`src/rtl/spi_auto_xfer_ctrl.sv`:
```
`default_nettype none
// ============================================================================
// spi_auto_xfer_ctrl : runs SPI auto-read/auto-write commands as single-beat
// Avalon-MM transfers between the SPI rx/tx buffers and the AVMM fabric.
// Revision: 1.0
// ============================================================================
module spi_auto_xfer_ctrl #(
  parameter int BUF_SIZE    = 256,
  parameter int BUF_ADWIDTH = $clog2(BUF_SIZE),
  parameter int TIMEOUT     = 255
) (
  input  logic                   avmm_clk,
  input  logic                   rst_avmm_clk,
  input  logic                   auto_update,
  input  logic [31:0]            auto_csr0_reg,
  output logic [18:0]            avmm_addr,
  output logic                   avmm_read,
  output logic                   avmm_write,
  output logic [3:0]             avmm_byteenable,
  output logic [31:0]            avmm_wdata,
  input  logic [31:0]            avmm_rdata,
  input  logic                   avmm_rdatavalid,
  input  logic                   avmm_waitrequest,
  output logic                   rx_buf_re,
  output logic [BUF_ADWIDTH-1:0] rx_buf_raddr,
  input  logic [31:0]            rx_buf_rdata,
  output logic                   tx_buf_we,
  output logic [BUF_ADWIDTH-1:0] tx_buf_waddr,
  output logic [31:0]            tx_buf_wdata,
  output logic                   busy,
  output logic                   done,
  output logic                   err_timeout,
  output logic                   err_overrun
);

  localparam int                TW       = $clog2(TIMEOUT + 1);
  localparam logic [TW-1:0]     TMO_LAST = TW'(TIMEOUT - 1);

  typedef enum logic [2:0] {
    IDLE     = 3'd0,
    RD_REQ   = 3'd1,
    RD_RSP   = 3'd2,
    WR_FETCH = 3'd3,
    WR_LOAD  = 3'd4,
    WR_REQ   = 3'd5,
    DONE     = 3'd6
  } state_t;

  state_t                 state_q;
  logic [16:0]            dw_addr_q;
  logic [16:0]            dw_addr_d;
  logic [BUF_ADWIDTH-1:0] len_q;
  logic [BUF_ADWIDTH-1:0] beat_q;
  logic [BUF_ADWIDTH-1:0] beat_d;
  logic [TW-1:0]          tcnt_q;
  logic                   rd_q;
  logic                   wr_q;
  logic [31:0]            wdata_q;
  logic                   rx_re_q;
  logic [BUF_ADWIDTH-1:0] rx_raddr_q;
  logic                   tx_we_q;
  logic [BUF_ADWIDTH-1:0] tx_waddr_q;
  logic [31:0]            tx_wdata_q;
  logic                   busy_q;
  logic                   done_q;
  logic                   tmo_q;
  logic                   ovr_q;
  logic                   last_beat;
  logic                   tmo_hit;
  logic                   unused_csr;

  assign dw_addr_d  = dw_addr_q + 17'd1;
  assign beat_d     = beat_q + BUF_ADWIDTH'(1);
  assign last_beat  = (beat_q == len_q);
  assign tmo_hit    = (tcnt_q == TMO_LAST);
  assign unused_csr = ^{auto_csr0_reg[31:BUF_ADWIDTH+21], auto_csr0_reg[3:2]};

  always_ff @(posedge avmm_clk or posedge rst_avmm_clk) begin
    if (rst_avmm_clk) begin
      state_q    <= IDLE;
      dw_addr_q  <= '0;
      len_q      <= '0;
      beat_q     <= '0;
      tcnt_q     <= '0;
      rd_q       <= 1'b0;
      wr_q       <= 1'b0;
      wdata_q    <= '0;
      rx_re_q    <= 1'b0;
      rx_raddr_q <= '0;
      tx_we_q    <= 1'b0;
      tx_waddr_q <= '0;
      tx_wdata_q <= '0;
      busy_q     <= 1'b0;
      done_q     <= 1'b0;
      tmo_q      <= 1'b0;
      ovr_q      <= 1'b0;
    end else begin
      tx_we_q <= 1'b0;
      rx_re_q <= 1'b0;
      done_q  <= 1'b0;
      if (auto_update && (state_q != IDLE)) ovr_q <= 1'b1;

      case (state_q)
        IDLE: begin
          if (auto_update && auto_csr0_reg[0]) begin
            dw_addr_q <= auto_csr0_reg[20:4];
            len_q     <= auto_csr0_reg[BUF_ADWIDTH+20:21];
            beat_q    <= '0;
            tcnt_q    <= '0;
            busy_q    <= 1'b1;
            tmo_q     <= 1'b0;
            ovr_q     <= 1'b0;
            if (auto_csr0_reg[1]) begin
              rd_q    <= 1'b1;
              state_q <= RD_REQ;
            end else begin
              rx_re_q    <= 1'b1;
              rx_raddr_q <= '0;
              state_q    <= WR_FETCH;
            end
          end
        end
        RD_REQ: begin
          if (!avmm_waitrequest) begin
            rd_q    <= 1'b0;
            tcnt_q  <= '0;
            state_q <= RD_RSP;
          end else if (tmo_hit) begin
            rd_q    <= 1'b0;
            tmo_q   <= 1'b1;
            done_q  <= 1'b1;
            state_q <= DONE;
          end else begin
            tcnt_q <= tcnt_q + TW'(1);
          end
        end
        RD_RSP: begin
          if (avmm_rdatavalid) begin
            tx_we_q    <= 1'b1;
            tx_waddr_q <= beat_q;
            tx_wdata_q <= avmm_rdata;
            if (last_beat) begin
              done_q  <= 1'b1;
              state_q <= DONE;
            end else begin
              beat_q    <= beat_d;
              dw_addr_q <= dw_addr_d;
              tcnt_q    <= '0;
              rd_q      <= 1'b1;
              state_q   <= RD_REQ;
            end
          end else if (tmo_hit) begin
            tmo_q   <= 1'b1;
            done_q  <= 1'b1;
            state_q <= DONE;
          end else begin
            tcnt_q <= tcnt_q + TW'(1);
          end
        end
        // rx buffer data lands one cycle after the strobe, i.e. during WR_LOAD
        WR_FETCH: state_q <= WR_LOAD;
        WR_LOAD: begin
          wdata_q <= rx_buf_rdata;
          wr_q    <= 1'b1;
          tcnt_q  <= '0;
          state_q <= WR_REQ;
        end
        WR_REQ: begin
          if (!avmm_waitrequest) begin
            wr_q <= 1'b0;
            if (last_beat) begin
              done_q  <= 1'b1;
              state_q <= DONE;
            end else begin
              beat_q     <= beat_d;
              dw_addr_q  <= dw_addr_d;
              rx_re_q    <= 1'b1;
              rx_raddr_q <= beat_d;
              state_q    <= WR_FETCH;
            end
          end else if (tmo_hit) begin
            wr_q    <= 1'b0;
            tmo_q   <= 1'b1;
            done_q  <= 1'b1;
            state_q <= DONE;
          end else begin
            tcnt_q <= tcnt_q + TW'(1);
          end
        end
        DONE: begin
          busy_q  <= 1'b0;
          state_q <= IDLE;
        end
        default: state_q <= IDLE;
      endcase
    end
  end

  assign avmm_addr       = {dw_addr_q, 2'b00};
  assign avmm_read       = rd_q;
  assign avmm_write      = wr_q;
  assign avmm_byteenable = (rd_q || wr_q) ? 4'hf : 4'h0;
  assign avmm_wdata      = wdata_q;
  assign rx_buf_re       = rx_re_q;
  assign rx_buf_raddr    = rx_raddr_q;
  assign tx_buf_we       = tx_we_q;
  assign tx_buf_waddr    = tx_waddr_q;
  assign tx_buf_wdata    = tx_wdata_q;
  assign busy            = busy_q;
  assign done            = done_q;
  assign err_timeout     = tmo_q;
  assign err_overrun     = ovr_q;

endmodule
`default_nettype wire

```
`config.mk`:
```
export PLATFORM = sky130hd
export DESIGN_NAME = spi_auto_xfer_ctrl
export DESIGN_NICKNAME = d
export VERILOG_FILES = /design/src/rtl/spi_auto_xfer_ctrl.sv
export SDC_FILE = /design/constraint.sdc
export NUM_CORES = 1
export LEC_CHECK = 0
export CAP_MARGIN = 10
export CORE_MARGIN = 5
export CORE_UTILIZATION = 40
export DETAILED_ROUTE_END_ITERATION = 7
export HOLD_SLACK_MARGIN = 0.1
export PLACE_DENSITY = 0.83
export SLEW_MARGIN = 25
export SYNTH_ARGS = -nofsm -noshare
export SYNTH_HDL_FRONTEND = slang
export SYNTH_SLANG_ARGS = --single-unit
```
`constraint.sdc`:
```
create_clock -name avmm_clk -period 12.7 [get_ports avmm_clk]
set_input_delay 2.54 -clock avmm_clk [delete_from_list [all_inputs] [get_ports avmm_clk]]
set_output_delay 2.54 -clock avmm_clk [all_outputs]
set_load 0.01 [all_outputs]
```
### Yosys cells after proc, flatten, opt, wreduce, memory -nomap -nowiden

Index checks and enable logic that the tools add are counted.

* register bits: 132
* input bits: 101
* output and inout bits: 111
* word-level logic and storage cells: 125

* add/sub/neg operators: 3
* equality and inequality tests: 21
* multiplexer cells: 62
* reductions and logical operators: 22

Operators by type and width (count)
* $mux 8: 13
* $mux 17: 4
* $pmux 17 s3: 1
* $pmux 8 s5: 1
* $mux 1: 25
* $pmux 8 s3: 1
* $mux 3: 7
* $ne 2x2->1 const B: 9
* $pmux 3 s6: 1
* $add 17x1->17 const B: 1
* $add 8x1->8 const B: 2
* $pmux 8 s2: 1
* $reduce_and 4->1: 3
* $reduce_bool 3->1: 4
* $eq 3x3->1 const B: 3
* $ne 3x3->1 const B: 3
* $pmux 1 s3: 3
* $eq 8x8->1: 1
* $eq 8x8->1 const B: 1
* $reduce_and 2->1: 4
* $eq 3x2->1 const B: 2
* $pmux 1 s2: 3
* $reduce_and 6->1: 1
* $reduce_bool 2->1: 3
* other kinds (10): 11

### Longest topological paths before layout

Gate-level depths: netlist of the first run.

* depth in word-level cells: 5
* mapped depth: 9
* mapped depth without buffers: 7

### Least setup slack after synthesis of the first run

Ideal clock, no wire load.

* path type: in2reg
* from: input avmm_rdatavalid
* to: register dw_addr_q[15]
* setup time: 119 ps
* arrival: 3868 ps
* data required time: 12581 ps
* setup slack: 8713 ps
* cell stages on the path: 8
* buffers on the path: 3
* path through: clkbuf_2 > and4bb_1 > buf_2 > or2_1 > o21a_1 > buf_4 > a211o_1 > o21a_1

* cells in the longest elaborated chain, start to end: 2

RTL lines
* start, declared: line 22 `input logic avmm_rdatavalid,`
* $ne 2x2->1 (no line)
* $reduce_and 4->1 (no line)
* end signal, assigned: line 106 `dw_addr_q <= auto_csr0_reg[20:4];`
* end signal, assigned: line 147 `dw_addr_q <= dw_addr_d;`
* end signal, assigned: line 176 `dw_addr_q <= dw_addr_d;`
* end, declared: line 50 `logic [16:0] dw_addr_q;`

Every way passes these cells.
A chain may end at the register's enable or synchronous reset.

### Final worst setup path of the first run

* from: input avmm_rdatavalid
* to: register dw_addr_q[7]

Same word-level chain as after synthesis.

==> results of run 1 <==
worst max-delay path by stage:
stage | startpoint | to | slack (ns) | cells after the start
final | avmm_rdatavalid | dw_addr_q[7]$_DFFE_PP0P_ | 7.94 | 7
after global routing | avmm_rdatavalid | dw_addr_q[7]$_DFFE_PP0P_ | 7.81 | 7
after CTS | avmm_rdatavalid | dw_addr_q[7]$_DFFE_PP0P_ | 7.98 | 7
after detailed placement | avmm_rdatavalid | dw_addr_q[7]$_DFFE_PP0P_ | 7.54 | 7
after global placement | avmm_rdatavalid | dw_addr_q[7]$_DFFE_PP0P_ | 7.56 | 7
after floorplan | rst_avmm_clk | avmm_read$_DFFE_PP0P_ | 6.63 | 1
cell usage after synthesis, types with 6 or more instances:
cell / count
buf_2: 21
o22a_1: 8
dfrtp_1: 132
o21ai_0: 21
inv_1: 8
nor2_1: 26
nand3_1: 22
or3_1: 6
a31oi_1: 9
o21ai_1: 8
nand4_1: 9
buf_4: 8
mux2_2: 72
nand2_1: 55
o22ai_1: 6
xnor2_1: 10
and3_1: 6
nor3_1: 15
power groups by stage:
stage / clock (mW) / sequential (mW) / combinational (mW)
after detailed placement: 0 / 0.742 / 0.915
after global routing: 0.498 / 0.765 / 0.983
after global placement: 0 / 0.733 / 0.900
after CTS: 0.482 / 0.737 / 0.922
after floorplan: 0 / 0.772 / 0.447
final: 0.472 / 0.737 / 0.911
cells in the final DEF, fill, tap and decap left out, types with 3 or more instances in the layout:
cell / n
nand2b_1: 4
nor4_1: 3
buf_4: 4
o211ai_1: 4
mux2_2: 72
inv_6: 4
o31ai_1: 3
nand3_1: 22
clkbuf_8: 3
and2_1: 3
or3_1: 6
o21a_1: 4
o22a_1: 8
inv_1: 7
xnor2_1: 10
o22ai_1: 6
nand4_1: 9
o21ai_1: 8
clkbuf_16: 17
ha_1: 4
clkdlybuf4s50_1: 204
nand2_1: 55
xor2_1: 3
o21ai_0: 21
a22o_1: 3
dfrtp_1: 132
a21oi_1: 5
a211o_1: 4
nor3_1: 15
a311oi_1: 3
nor2_1: 25
and3_1: 6
a31oi_1: 9
routing by layer:
metal / wire length [um] / GRT usage [%]
met1: 6800 / 22.7
met2: 8030 / 30.4
met3: 1760 / 8.51
met4: 216 / 5.20
met5: 0 / 0
cell families (layout without fill, tap and decap cells):
group | count (synthesis) | in the layout
adder cells (fa/ha/maj) | 4 | 4
XOR/XNOR | 14 | 14
buffers and inverters | 46 | 247
flip-flops | 132 | 132
AO/OA/AOI/OAI | 102 | 102
other | 1 | 2
multiplexers | 73 | 73
AND/OR/NAND/NOR | 169 | 169
registers in the layout, indices dropped and copies added (netlist names), 3 cells and up:
signal	flops
tcnt_q	8
avmm_wdata	32
tx_buf_waddr	8
state_q	3
len_q	8
rx_buf_raddr	8
beat_q	8
tx_buf_wdata	32
dw_addr_q	17
final cells by class:
cell class / instances / area [sq um]
clock inverter: 10 / 98.8
sequential: 132 / 3300
inverter: 8 / 35.0
multi-input combinational: 364 / 2640
timing repair buffer: 208 / 2070
tap: 188 / 235
fill: 1229 / 6300
clock buffer: 21 / 470
through the flow:
| step | utilization (%) | std cells | hold WS (ns) |
|---|---|---|---|
| finish | 58.4 | 931 | 0.497 |
| global route | 58.4 | 931 | 0.513 |
| CTS | 58.4 | 931 | 0.500 |
| detailed placement | 54.7 | 900 | 0.486 |
| global placement | 54.6 | 900 | 0.474 |
| floorplan | - | 542 | 0.461 |
worst min-delay path, cell delays in order, from the launching register on:
cell,delay (ns)
dfrtp_1,0.35
nand2_1,0.06
nand2_1,0.06
==> results.md, run 1 <==
- Outcome: completed
- Wire per inst: 18.1 um
- Hold_buf cts: 0
- Clock buffer depth: 2
- Relative slew slack: 43.0%
- Max-slew violations: 0
- Syn Inst Count: 541
- Min-Delay Path Class: reg2reg
- Root buffer cell: clkbuf_16
- Synth area leaders: dfrtp_1, mux2_2, nand2_1, nand3_1, buf_2
- Sum of negative setup slack: 0 ns
- CP Max Fanout: 43
- Worst slack, placed: 7.54 ns
- Mapped Area: 6170 sq um
- P_leak: 3.67 nW
- Ys flop type: dfrtp_1
- Comb pwr share: 43.0%
- Net switching power: 739 uW
- Clock slew at reported path FFs: 0.06 ns
- CTS tree: done
- Drt first pass iters: 5
- Input/output buffers: 204
- Max-cap violations: 0
- Via count: 5074
- Fraction of layout cells with a size suffix above 1: 16.3%
- Crit path arrival time: 5.06 ns
- R2R depth: 6
- WP data required: 13.00 ns
- Compound-Gate Fraction of Synth Area: 11.9%
- Flop-to-flop setup slack: 9.99 ns
- Core area: 15100 sq um
- Endpoint class of the critical path: register
- Synth area leader: dfrtp_1
- Sw Ratio: 34.9%
- Final wirelength: 16800 um
- Starting density of the core: 40.7%
- #FFs+latches synth: 132
- Pwr per Cell Area: 240 nW/um^2
- Die width: 134 um
- Synth Area in Simple Gates: 14.3%
- Vias in the first global route: 5086
- Synth Area in Adders: 0.811%
- Final setup vio count: 0
- Hpwl dp: 12100 um
- Async set-reset flop share out of synthesis: 100%
- Register share of total power: 34.8%
- Min Tclk post-route: 4.76 ns
- Overall power: 2.12 mW
- Initial antenna violation count: 0
- Reg2reg start: state_q[1]$_DFFE_PP0N_
- Post-synthesis mux area share: 13.3%
- Worst skew pair latency: 0.42 ns
- Worst Slack Setup Final: 7.94 ns
- Register area share after synthesis: 53.5%
- CP bufs+invs: 2
- Post-CTS Resized: 0
- DRC: 0
- Final Cell Area: 8850 sq um
- Synth Warn #: 0
- Period utilisation layout: 37.5%
- Fin. Hold Viols: 0
- Iter 0 DRT Violations: 370
- Largest family of logic cells by synthesized area: simple AND/OR/NAND/NOR gates
- # diodes: 0
- Hold endpoint: len_q[5]$_DFFE_PP0P_
- Worst-Margin Slew: 0.851 ns
- Crit path max-delay family: compound AO/OA/AOI/OAI gates
- Die footprint: 18000 sq um
- Synth top area share: 53.5%
- Mean Syn Cell Area: 11.4 sq um
- RSZ-0062 raised after global routing: false
- EDFF count, synth: 0
- Nets: 836
- Worst Clk Skew: 0.00831 ns
- Nature of the critical path startpoint: primary input
- # rows: 45
- CP Cell Sequence: clkdlybuf4s50_1 > and4bb_2 > buf_4 > a211oi_2 > nor3_1 > and3_1 > a311o_1
- # IOs: 212
- Cell variety after synth: 69
- Hold path cells: 2
- Setup Crit Path Kind: in2reg
- CP peak stage delay: 0.72 ns
- Max VDD drop: 0.175 mV
- Final RePlAce weighted congestion: 0.862
- Layout overhead on the synthesized area: 43.4%
- First-pass GRT wire length: 26700 um
- Die height: 134 um
- GRT overflow: 0
- Via/cell ratio: 5.45
- Inserted Clock Buffers: 17
- Largest net degree at the start of global routing: 81
- GRT Util Overall: 18.8%
- CP max stage cell: a211oi_2
- Clock power share: 22.3%
- Fmax: 210 MHz
- Worst hold start: len_q[5]$_DFFE_PP0P_
- Clk sinks: 132
- Xor and xnor fraction of the mapped netlist area: 2.11%
- Final antenna-violating net count: 0
- CTS HTree Levels: 4
- Placed inst area: 8280 sq um
- R2R Path End: dw_addr_q[7]$_DFFE_PP0P_
- Internal power: 1.38 mW
- Total setup buffers inserted after CTS: 0
Power figures use the tool's default switching activity.
==> run 2: changes to the inputs <==
==> constraint.sdc (replaced) <==
create_clock -name avmm_clk -period 4.55 [get_ports avmm_clk]
set_input_delay 0.91 -clock avmm_clk [delete_from_list [all_inputs] [get_ports avmm_clk]]
set_output_delay 0.91 -clock avmm_clk [all_outputs]
set_load 0.01 [all_outputs]
==> run 2 against run 1 <==
Clock skew grew 0.0030 ns. Clock power rose to 3.0 times the previous value. Critical path type unchanged. Die area stayed put. Via count is 0.26% higher. Largest power group unchanged. Hold slack better by 0.0032 ns.
==> results.md, run 2 (same netlist as run 1, synthesis figures left out) <==
- Total setup buffers inserted after CTS: 0 (unchanged)
- Starting density of the core: 40.7% (unchanged)
- Fin. Hold Viols: 0 (unchanged)
- Fraction of layout cells with a size suffix above 1: 16.1% (-0.16 points)
- Pwr per Cell Area: 678 nW/um^2 (+180%)
- Overall power: 6.03 mW (+180%)
- Iter 0 DRT Violations: 315 (-15%)
- GRT Util Overall: 19.1% (+0.31 points)
- # diodes: 0 (unchanged)
- Crit path arrival time: 3.21 ns (-1.85 ns)
- Layout overhead on the synthesized area: 44.3%
- Max VDD drop: 0.392 mV (+120%)
- Clk sinks: 132 (unchanged)
- Largest net degree at the start of global routing: 81 (unchanged)
- Clock buffer depth: 2 (unchanged)
- Final wirelength: 17100 um (+1.5%)
- Hold_buf cts: 0 (unchanged)
- Nature of the critical path startpoint: primary input
- Period utilisation layout: 63.9%
- Clock power share: 23.7% (+1.4 points)
- Die height: 134 um (unchanged)
- Internal power: 3.94 mW (+190%)
- Placed insts: 900 (unchanged)
- RSZ-0062 raised after global routing: false
- Clock slew at reported path FFs: 0.06 ns (about the same)
- Outcome: completed
- Min-Delay Path Class: reg2reg
- Drt first pass iters: 5 (unchanged)
- Hpwl dp: 12100 um (about the same)
- Worst-Margin Slew: 0.918 ns (+0.0662 ns)
- Setup Crit Path Kind: in2reg
- CTS tree: done
- # rows: 45 (unchanged)
- Wire per inst: 18.3 um (+1.4%)
- Die footprint: 18000 sq um (unchanged)
- Sum of negative setup slack: 0 ns (unchanged)
- Min Tclk post-route: 2.91 ns
- Fmax: 344 MHz
- WP data required: 4.85 ns (-8.15 ns)
- Worst Slack Setup Final: 1.64 ns (-6.29 ns)
- Final antenna-violating net count: 0 (unchanged)
- Worst slack, placed: 1.26 ns (-6.28 ns)
- Final RePlAce weighted congestion: 0.855 (-0.75%)
- Max-slew violations: 0 (unchanged)
- CTS HTree Levels: 4 (unchanged)
- First-pass GRT wire length: 27300 um (+1.9%)
- Root buffer cell: clkbuf_16
- Initial antenna violation count: 0 (unchanged)
- Endpoint class of the critical path: register
- DRC: 0 (unchanged)
- Commonest non-fill, non-tap cell in the layout: clkdlybuf4s50_1
- Nets: 836 (unchanged)
- Register share of total power: 34.2% (-0.6 points)
- # IOs: 212 (unchanged)
- CP Max Fanout: 13 (-70%)
- Input/output buffers: 204 (unchanged)
- Post-CTS Resized: 0 (unchanged)
- Via count: 5087 (+0.26%)
- Die width: 134 um (unchanged)
- Core area: 15100 sq um (unchanged)
- Net switching power: 2.09 mW (+180%)
- P_leak: 3.70 nW (+0.70%)
- Relative slew slack: 38.7% (-4.3 points)
- Inserted Clock Buffers: 17 (unchanged)
- Comb pwr share: 42.1% (-0.9 points)
- Max-cap violations: 0 (unchanged)
- Vias in the first global route: 5239 (+3.0%)
- Worst Clk Skew: 0.0114 ns (+0.00305 ns)
- Most frequent cells in the layout: clkdlybuf4s50_1, dfrtp_1, mux2_2
- GRT overflow: 0 (unchanged)
- Via/cell ratio: 5.46 (+0.15%)
- Worst skew pair latency: 0.43 ns (about the same)
- Final hold slack: 0.500 ns (+0.00323 ns)
- Non-Filler Instances: 932 (+0.11%)
- Sw Ratio: 34.7% (-0.22 points)
- Fillcell total: 1201 (-2.3%)
- Final setup vio count: 0 (unchanged)
run 2: cell count changes in the layout (fill, tap and decap cells not counted), moves of 2 or more:
| cell | change |
|---|---|
| bufinv_16 | +2 |
| clkbuf_8 | -2 |
| clkinv_2 | -2 |
| clkinv_4 | +2 |
run 2: worst paths after layout:
kind	startpoint	to	slack, ns	cells past startpoint
setup / recovery	avmm_waitrequest	dw_addr_q[7]$_DFFE_PP0P_	1.64	6
hold / removal	tcnt_q[4]$_DFFE_PP0P_	tcnt_q[4]$_DFFE_PP0P_	0.50	1
setup reg to reg	state_q[1]$_DFFE_PP0N_	dw_addr_q[14]$_DFFE_PP0P_	1.92	5
hold reg to reg	tcnt_q[4]$_DFFE_PP0P_	tcnt_q[4]$_DFFE_PP0P_	0.50	1
max in group asynchronous	rst_avmm_clk	beat_q[1]$_DFFE_PP0P_	2.76	3
min in group asynchronous	rst_avmm_clk	tx_buf_wdata[16]$_DFFE_PP0P_	0.93	2
run 2: stage by stage:
stage | area, sq um | util, %
6_report | 8900 | 58.8
5_1_grt | 8900 | 58.8
3_5_place_dp | 8290 | 54.7
4_1_cts | 8900 | 58.8
2_1_floorplan | 6170 | -
3_3_place_gp | 8290 | 54.7
run 2: critical path: stages:
cell and delay (ns):
clkdlybuf4s50_1 0.57, and4bb_2 0.32, a211oi_2 0.78, nor3_1 0.10, and3_1 0.22, a311o_1 0.31
run 2: power by group through the flow:
stage          sequential [mW]  clock [mW]  combinational [mW]
2_1_floorplan             2.15           0                1.25
3_3_place_gp              2.05           0                2.51
3_5_place_dp              2.07           0                2.55
4_1_cts                   2.06        1.45                2.57
5_1_grt                   2.14        1.50                2.75
6_report                  2.06        1.43                2.54
run 2: final cells by class:
class	count	area, sq um	area share [%]
timing repair buffer	208	2080	23.4
multi-input combinational	364	2630	29.6
sequential	132	3300	37.1
inverter	8	32.5	0.365
clock inverter	12	168	1.88
tap	188	235	2.64
clock buffer	20	447	5.02
run 2: per-layer routing:
layer  wire, um  up-vias  track usage, %
met2       8280      256            31.1
met3       1940       22            9.00
li1           -     2347               -
met5          0        -               0
met1       6550     2462            22.1
met4        299        0            6.67
